### src/rtl/iic_arb_pkg.sv
// Shared definitions for the I2C master arbiter: FSM encoding, field widths
// and the default wait-state timeout.
package iic_arb_pkg;

    localparam int ADDR_W          = 8;
    localparam int REG_W           = 16;
    localparam int DATA_W          = 8;
    localparam int TIMEOUT_CYC_DEF = 100000;

    typedef enum logic [2:0] {
        ST_IDLE      = 3'd0,
        ST_START     = 3'd1,
        ST_WAIT_BUSY = 3'd2,
        ST_WAIT_DONE = 3'd3,
        ST_COMPLETE  = 3'd4
    } arb_state_t;

    // Width of a requester index; never narrower than one bit.
    function automatic int idx_width(input int n);
        return (n > 1) ? $clog2(n) : 1;
    endfunction

endpackage

### src/rtl/rr_arbiter.sv
// Combinational round-robin picker: scans the request vector starting at
// the pointer index, wrapping around, and returns the first active request
// as a one-hot grant together with its index.
module rr_arbiter #(
    parameter int N     = 3,
    parameter int IDX_W = 2
) (
    input  logic [N-1:0]     req,
    input  logic [IDX_W-1:0] ptr,
    output logic [N-1:0]     gnt,
    output logic [IDX_W-1:0] idx,
    output logic             valid
);

    // Walk N candidates from ptr upward; the first requester found wins.
    always_comb begin
        int               cand;
        logic [IDX_W-1:0] cand_idx;
        gnt      = '0;
        idx      = '0;
        valid    = 1'b0;
        cand     = 0;
        cand_idx = '0;
        for (int off = 0; off < N; off++) begin
            cand = int'(ptr) + off;
            if (cand >= N) begin
                cand = cand - N;
            end
            cand_idx = IDX_W'(cand);
            if (!valid && req[cand_idx]) begin
                valid         = 1'b1;
                idx           = cand_idx;
                gnt[cand_idx] = 1'b1;
            end
        end
    end

endmodule

### src/rtl/iic_master_arbiter.sv
// Shares one I2C master among NUM_REQ requesters. A round-robin pick in IDLE
// latches the winner's command, pulses start_en, follows the master's busy
// handshake (bounded by a per-state timeout) and returns done/err/rdata to
// the granted requester.
module iic_master_arbiter
    import iic_arb_pkg::*;
#(
    parameter int NUM_REQ     = 3,
    parameter int TIMEOUT_CYC = TIMEOUT_CYC_DEF
) (
    input  logic                      clk_i,
    input  logic                      rst_n,
    input  logic [NUM_REQ-1:0]        req_i,
    input  logic [NUM_REQ-1:0]        rd_i,
    input  logic [NUM_REQ*ADDR_W-1:0] dev_addr_i,
    input  logic [NUM_REQ*REG_W-1:0]  reg_addr_i,
    input  logic [NUM_REQ*DATA_W-1:0] wdata_i,
    output logic [NUM_REQ-1:0]        gnt_o,
    output logic [NUM_REQ-1:0]        done_o,
    output logic [NUM_REQ-1:0]        err_o,
    output logic [DATA_W-1:0]         rdata_o,
    output logic                      start_en,
    output logic                      wr_rd_flag,
    output logic [ADDR_W-1:0]         i2c_device_addr,
    output logic [REG_W-1:0]          register,
    output logic [DATA_W-1:0]         data_byte,
    input  logic                      busy,
    input  logic                      err,
    input  logic [DATA_W-1:0]         rd_byte
);

    localparam int               IDX_W    = idx_width(NUM_REQ);
    localparam int               CNT_W    = $clog2(TIMEOUT_CYC + 1);
    localparam logic [CNT_W-1:0] CNT_LAST = CNT_W'(TIMEOUT_CYC - 1);
    localparam logic [IDX_W-1:0] IDX_LAST = IDX_W'(NUM_REQ - 1);

    arb_state_t           state_reg, state_next;
    logic [IDX_W-1:0]     ptr_reg;
    logic [IDX_W-1:0]     idx_reg;
    logic [NUM_REQ-1:0]   gnt_reg;
    logic [CNT_W-1:0]     cnt_reg;
    logic                 err_flag_reg;
    logic [DATA_W-1:0]    rdata_reg;
    logic                 wr_rd_reg;
    logic [ADDR_W-1:0]    dev_reg;
    logic [REG_W-1:0]     regaddr_reg;
    logic [DATA_W-1:0]    wdata_reg;

    logic [NUM_REQ-1:0]   pick_gnt;
    logic [IDX_W-1:0]     pick_idx;
    logic                 pick_valid;
    logic                 in_wait;
    logic                 timeout;
    logic                 complete;

    logic [ADDR_W-1:0]    dev_arr  [NUM_REQ];
    logic [REG_W-1:0]     reg_arr  [NUM_REQ];
    logic [DATA_W-1:0]    wdat_arr [NUM_REQ];

    // Unpack the flat per-requester command buses into indexable arrays.
    genvar gi;
    generate
        for (gi = 0; gi < NUM_REQ; gi++) begin : g_unpack
            assign dev_arr[gi]  = dev_addr_i[gi*ADDR_W +: ADDR_W];
            assign reg_arr[gi]  = reg_addr_i[gi*REG_W +: REG_W];
            assign wdat_arr[gi] = wdata_i[gi*DATA_W +: DATA_W];
        end
    endgenerate

    rr_arbiter #(
        .N     (NUM_REQ),
        .IDX_W (IDX_W)
    ) u_rr (
        .req   (req_i),
        .ptr   (ptr_reg),
        .gnt   (pick_gnt),
        .idx   (pick_idx),
        .valid (pick_valid)
    );

    assign in_wait  = (state_reg == ST_WAIT_BUSY) || (state_reg == ST_WAIT_DONE);
    assign timeout  = in_wait && (cnt_reg == CNT_LAST);
    assign complete = (state_reg == ST_COMPLETE);

    // Next-state logic; the timeout outranks the busy handshake.
    always_comb begin
        state_next = state_reg;
        case (state_reg)
            ST_IDLE:      if (pick_valid) state_next = ST_START;
            ST_START:     state_next = ST_WAIT_BUSY;
            ST_WAIT_BUSY: begin
                if (timeout)   state_next = ST_COMPLETE;
                else if (busy) state_next = ST_WAIT_DONE;
            end
            ST_WAIT_DONE: begin
                if (timeout || !busy) state_next = ST_COMPLETE;
            end
            ST_COMPLETE:  state_next = ST_IDLE;
            default:      state_next = ST_IDLE;
        endcase
    end

    // State register.
    always_ff @(posedge clk_i or negedge rst_n) begin
        if (!rst_n) state_reg <= ST_IDLE;
        else        state_reg <= state_next;
    end

    // Wait-state cycle counter: restarts on every state change.
    always_ff @(posedge clk_i or negedge rst_n) begin
        if (!rst_n)                      cnt_reg <= '0;
        else if (state_next != state_reg) cnt_reg <= '0;
        else if (in_wait)                cnt_reg <= cnt_reg + CNT_W'(1);
    end

    // Grant, command latch, sticky error, read capture and pointer update.
    always_ff @(posedge clk_i or negedge rst_n) begin
        if (!rst_n) begin
            gnt_reg      <= '0;
            idx_reg      <= '0;
            ptr_reg      <= '0;
            err_flag_reg <= 1'b0;
            rdata_reg    <= 8'h00;
            wr_rd_reg    <= 1'b0;
            dev_reg      <= 8'h00;
            regaddr_reg  <= 16'hFFFF;
            wdata_reg    <= 8'hFF;
        end else begin
            if (state_reg == ST_IDLE && pick_valid) begin
                gnt_reg      <= pick_gnt;
                idx_reg      <= pick_idx;
                err_flag_reg <= 1'b0;
                wr_rd_reg    <= rd_i[pick_idx];
                dev_reg      <= dev_arr[pick_idx];
                regaddr_reg  <= reg_arr[pick_idx];
                wdata_reg    <= wdat_arr[pick_idx];
            end
            if (in_wait && (err || timeout)) begin
                err_flag_reg <= 1'b1;
            end
            if (in_wait && state_next == ST_COMPLETE && wr_rd_reg) begin
                rdata_reg <= rd_byte;
            end
            if (complete) begin
                gnt_reg <= '0;
                ptr_reg <= (idx_reg == IDX_LAST) ? '0 : idx_reg + IDX_W'(1);
            end
        end
    end

    assign gnt_o           = gnt_reg;
    assign done_o          = complete ? gnt_reg : '0;
    assign err_o           = (complete && err_flag_reg) ? gnt_reg : '0;
    assign rdata_o         = rdata_reg;
    assign start_en        = (state_reg == ST_START);
    assign wr_rd_flag      = wr_rd_reg;
    assign i2c_device_addr = dev_reg;
    assign register        = regaddr_reg;
    assign data_byte       = wdata_reg;

endmodule

### config.mk
export PLATFORM = sky130hd
export DESIGN_NAME = iic_master_arbiter
export DESIGN_NICKNAME = d
export VERILOG_FILES = /design/src/rtl/iic_arb_pkg.sv /design/src/rtl/rr_arbiter.sv /design/src/rtl/iic_master_arbiter.sv
export SDC_FILE = /design/constraint.sdc
export NUM_CORES = 1
export LEC_CHECK = 0
export BUFFER_PORTS_ARGS = -buffer_cell sky130_fd_sc_hd__buf_2
export CAP_MARGIN = 30
export CORE_AREA = 5 5 101 103
export DETAILED_ROUTE_END_ITERATION = 10
export DIE_AREA = 0 0 106 108
export PLACE_DENSITY = 0.75
export SLEW_MARGIN = 40
export SYNTH_ARGS = -nofsm -noshare
export SYNTH_HDL_FRONTEND = slang
export SYNTH_SLANG_ARGS = --single-unit
### constraint.sdc
create_clock -name clk_i -period 3 [get_ports clk_i]
set_clock_uncertainty 0.1 [all_clocks]
set_input_delay 0.6 -clock clk_i [delete_from_list [all_inputs] [get_ports clk_i]]
set_output_delay 0.6 -clock clk_i [all_outputs]
set_load 0.02 [all_outputs]
# After elaboration in Yosys (flattened, before gate mapping)
# Cells that the tools add are included.
[totals] reg_bits=69
[op_classes] add_sub_neg=7 order_cmp=11 bitwise=3 n_mux=49 n_eq_ne=8 n_reduce_logical=21
[op_table] op="$mux 17" n=2
[op_table] op="$mux 3" n=11
[op_table] op="$bmux 16 s2" n=1
[op_table] op="$bmux 8 s2" n=2
[op_table] op="$mux 16" n=2
[op_table] op="$mux 8" n=4
[op_table] op="$add 17x1->17 const B" n=1
[op_table] op="$eq 17x17->1 const B" n=1
[op_table] op="$mux 2" n=7
[op_table] op="$lt 2x3->1 const B" n=4
[op_table] op="$mux 1" n=12
[op_table] op="$pmux 3 s4" n=1
[op_table] op="$logic_and 1x1->1" n=11
[op_table] op="$bmux 1 s2" n=4
[op_table] op="$demux 1 s2" n=3
[op_table] op="$eq 3x2->1 const B" n=2
[op_table] op="$eq 3x3->1 const B" n=2
[op_table] op="$ge 2x1->1 const B" n=3
[op_table] op="$ge 3x2->1 const B" n=2
[op_table] op="$or 3x3->3" n=2
[op_table] op="$reduce_bool 2->1" n=3
[op_table] op="$sub 2x1->2 const B" n=2
[op_table] op="$add 2x1->3 const B" n=1
[op_table] op="$add 2x2->3 const B" n=1
[op_table] op="11 further kinds" n=15

# Logic depth before layout (Yosys ltp)
[depth] depth_word=16 depth_mapped=10 depth_no_buf=7

# Cells and area by module
# Synthesis repeated with hierarchy kept, for this count alone.
[hier_totals] hier_cells=439 hier_area_um2=4026.4
[modules_own_cells] mod="iic_master_arbiter" n_inst=1 seq_area_each_um2=1756.7 area_each_um2=3744.8 cells_each=398
[modules_own_cells] mod="rr_arbiter" n_inst=1 seq_area_each_um2=0.0 area_each_um2=281.5 cells_each=41

# Worst setup path after synthesis
# No wires, ideal clock.
[synth_timing] path_kind="register to register" from="register ptr_reg[0]" to="register dev_reg[7], in the netlist i2c_device_addr[7]" n_path_buf=3 path_stages_with_launch=11 t_arrival_ps=2060 setup_slack_ps=699 path_cell_list="dfrtp_1 -> inv_1 -> ha_1 -> buf_2 -> nand2_1 -> a21oi_1 -> o221a_2 -> buf_2 -> buf_2 -> mux2i_1 -> o221ai_2"
[synth_between] elab_chain_len=15
[synth_lines] item="start: declaration" line="iic_master_arbiter.sv:38" rtl="logic [IDX_W-1:0] ptr_reg;"
[synth_lines] item="start signal: assignment" line="iic_master_arbiter.sv:146" rtl="ptr_reg <= (idx_reg == IDX_LAST) ? '0 : idx_reg + IDX_W'(1);"
[synth_lines] item="parallel branches: the longest is 15 deep, another holds $add 2x1->3"
[synth_lines] item="end signal: assignment" line="iic_master_arbiter.sv:134" rtl="dev_reg <= dev_arr[pick_idx];"
[synth_lines] item="end: declaration" line="iic_master_arbiter.sv:45" rtl="logic [ADDR_W-1:0] dev_reg;"
# Several ways; the timed one is not identified. The select of a mux whose other input is x is not followed.
# A chain may end at the register's enable or synchronous reset.

# Worst setup path in the final report
[layout_timing] from="register ptr_reg[0]" to="register dev_reg[5], in the netlist i2c_device_addr[5]"
# Same word-level chain as after synthesis.

==> run metrics <==
Final Max Slew Viols 0; Setup WS post-layout around 0.25 ns; top_reg_cell synth dfrtp_1; fillers 802; DP Wirelength 8.21 mm; kind of end point of the critical path flip-flop; IR drop worst, VDD roughly 0.0005 V; total detailed-routing wirelength 10.7 mm; buffers from clock root to sink, at most 2; number of top-level design ports 165; via count 3500; flip-flop count of the largest register after layout 17; Placed Cells 647; number of unique standard cell types used by synthesis 52; biggest area consumer among synthesized cells dfrtp_1; count of warnings emitted by yosys 0; routability-driven placement congestion ratio 0.814; crit path launch type flip-flop; most frequently used cell type in the post-synthesis netlist nand2_1; Syn Std Cell Area 4060 um^2; Area contributors post-synth dfrtp_1 28%, dfstp_2 16%, o221ai_2 11%; number of synthesized flops with an enable pin 0; number of rows created at floorplan 35; residual antenna-violating net count after detailed routing 0; Synth async-reset ratio 100%; final design utilization 56.7%; RSZ-0062 raised after global routing false; post-synthesis sequential area ratio 43.3%; number of standard cells after synthesis 388; DP Worst Slack approximately 0.27 ns; relative slew slack 54.9%; die boundary height 108 um; final setup violating endpoints 0; number of nets in the synthesized netlist 507; area of the die 11400 um^2; longest individual stage delay on the worst path 0.45 ns; Synth top area share 27.7%; maxcap violations 0; worst hold path type primary input to async pin; 1st-iter DRT viols 180; Sw Pwr 2.22 mW; CTS clock-pin slew for the worst setup and hold paths 0.08 ns; antenna fix cells 0; list of cells traversed by the critical path inv_1 -> ha_1 -> maj3_2 -> a221o_1 -> nand2b_4 -> a21o_4 -> o221ai_1; part of the total power dissipated in the clock network 15.0%; via count of the first global-routing pass around 3600; CP Max Fanout 33; clock insertion delay at the later pin of the skew report between 0.3 and 0.4 ns; core region area just over 9000 um^2; Crit path arrival time a little under 3 ns; initial core utilization 44.6%; number of hold violations in the final report 0; Buffers on Ports 164; post-cts sizing count 0; flip-flop and latch count after synthesis 69; wire length per cell after detailed routing 16.1 um; ratio of final minimum period to clock period 91.6%; Synth Area per Inst 10.5 um^2; buffer count from post-CTS setup fixing 0; setup total negative slack 0 ns; multi-input combinational cell area 2020 um^2; maximum number of pins on one net before global-route repair 42; minimum hold slack roughly 0.18 ns; Area Growth Syn to Fin 27.2%; instance area after placement 4960 um^2; share of total power consumed by net switching 43.7%; die outline width 106 um; result of the run complete, no violations; overall overflow remaining after global route 0; slowest cell on the critical path ha_1; mean number of vias per cell around 5.3; static leakage approximately 2.5 nW; Reg power frac 32.3%; CTS tree done; worst setup path class flip-flop to flip-flop; Post-CTS Hold Buffers 0; layout cells sized above 1 47.5%; pwr dens 985 nW/um^2; post-layout instance area 5160 um^2; number of antenna violations at the first check in global routing 0; wire length of the first global-routing pass around 17 mm; Net count, final between 600 and 700; Final Critical Period between 2 and 3 ns; internal power 2.86 mW; pin slew with the least headroom to its limit 0.677 ns; Remaining DRCs 0; 1st-pass router iterations 4; FF/Latch Area roughly 1800 um^2; most frequent cells after synthesis 50 x nand2_1, 45 x dfrtp_1, 38 x inv_1; power consumption just over 5 mW; maximum achievable frequency around 360 MHz; CTS root buf clkbuf_8; number of H-tree levels 3; clock sinks 69; cts bufs inserted 9; required time of the critical path 3.16 ns; overall track demand over capacity in global routing 18.4%; Logic pwr share between 50% and 60%; Non-Filler Instances 663
-- cells in the final DEF (no fill, tap or decap), types with 2 or more instances in the layout --
master        n
buf_2       164
nand2_1      50
dfrtp_1      45
inv_1        38
mux2i_1      33
o221ai_2     30
nor2_1       24
dfstp_2      24
xor2_1       11
and3_1       10
mux2_2       10
o21ai_0       9
clkbuf_8      9
a21oi_1       7
xnor2_1       6
nand3_1       6
buf_4         6
nand4_1       5
ha_1          5
nand3b_1      4
nand2b_1      3
nor3_1        3
a31oi_1       3
and2_1        3
o221ai_1      3
clkinv_4      3
nor4b_1       2
nand3_2       2
o32ai_1       2
nor2b_1       2
o211ai_1      2
a21boi_0      2
clkinvlp_4    2
buf_12        2
-- kinds of logic after synthesis --
family | count (synthesis) | share of synthesized area (%)
muxes | 43 | 10.9
buffers and inverters | 62 | 7.12
AOI/OAI and AO/OA | 69 | 18.2
adders and majority gates | 6 | 1.82
and+or+nand+nor | 122 | 15.0
xor gates and xnor gates | 17 | 3.67
DFF | 69 | 43.3
-- power by group through the flow --
stage	registers (mW)	clock network [mW]	logic, mW
global placement	1.65	0	2.62
global route	1.70	0.825	2.91
floorplan	1.96	0	1.69
detailed placement	1.65	0	2.71
finish	1.64	0.762	2.68
CTS	1.65	0.782	2.71
-- layer usage --
metal  up-vias  GRT usage (%)  share of wire [%]
met5         -              0                  0
met4         0           8.42                2.0
met3        15           3.04                5.4
met2       121           31.5                 52
met1      1670           22.8                 40
li1       1694              -                  -
-- final cells by class --
| class | instances | area share (%) |
|---|---|---|
| multi-input cells | 257 | 39.1 |
| flip-flops and latches | 69 | 34.0 |
| repair buffers | 172 | 17.5 |
| inverters | 38 | 2.76 |
| well taps | 111 | 2.69 |
| clock buffers | 9 | 2.40 |
| clock inverters | 7 | 1.48 |
-- critical path, delay by kind of cell (launching register included) --
family          cells  cell delay (ns)
compound gates      3             1.06
flops               1             0.37
buf+inv             1             0.09
fa+ha+maj           2             0.81
simple gates        1             0.19
-- final timing paths --
| check | startpoint | endpoint | slack [ns] | cells after the start |
|---|---|---|---|---|
| min in group clk_i | rd_byte[2] | rdata_o[2]$_DFFE_PN0P_ | 0.38 | 2 |
| worst max-delay path | ptr_reg[0]$_DFFE_PN0N_ | i2c_device_addr[5]$_DFFE_PN0P_ | 0.25 | 7 |
| worst min register to register | i2c_device_addr[3]$_DFFE_PN0P_ | i2c_device_addr[3]$_DFFE_PN0P_ | 0.39 | 2 |
| worst min-delay path | rst_n | rdata_o[4]$_DFFE_PN0P_ | 0.18 | 1 |
| worst max register to register | ptr_reg[0]$_DFFE_PN0N_ | i2c_device_addr[5]$_DFFE_PN0P_ | 0.25 | 7 |
| max in group asynchronous | rst_n | data_byte[3]$_DFFE_PN1P_ | 1.91 | 2 |
No activity file was read; power rests on OpenSTA's default activity.
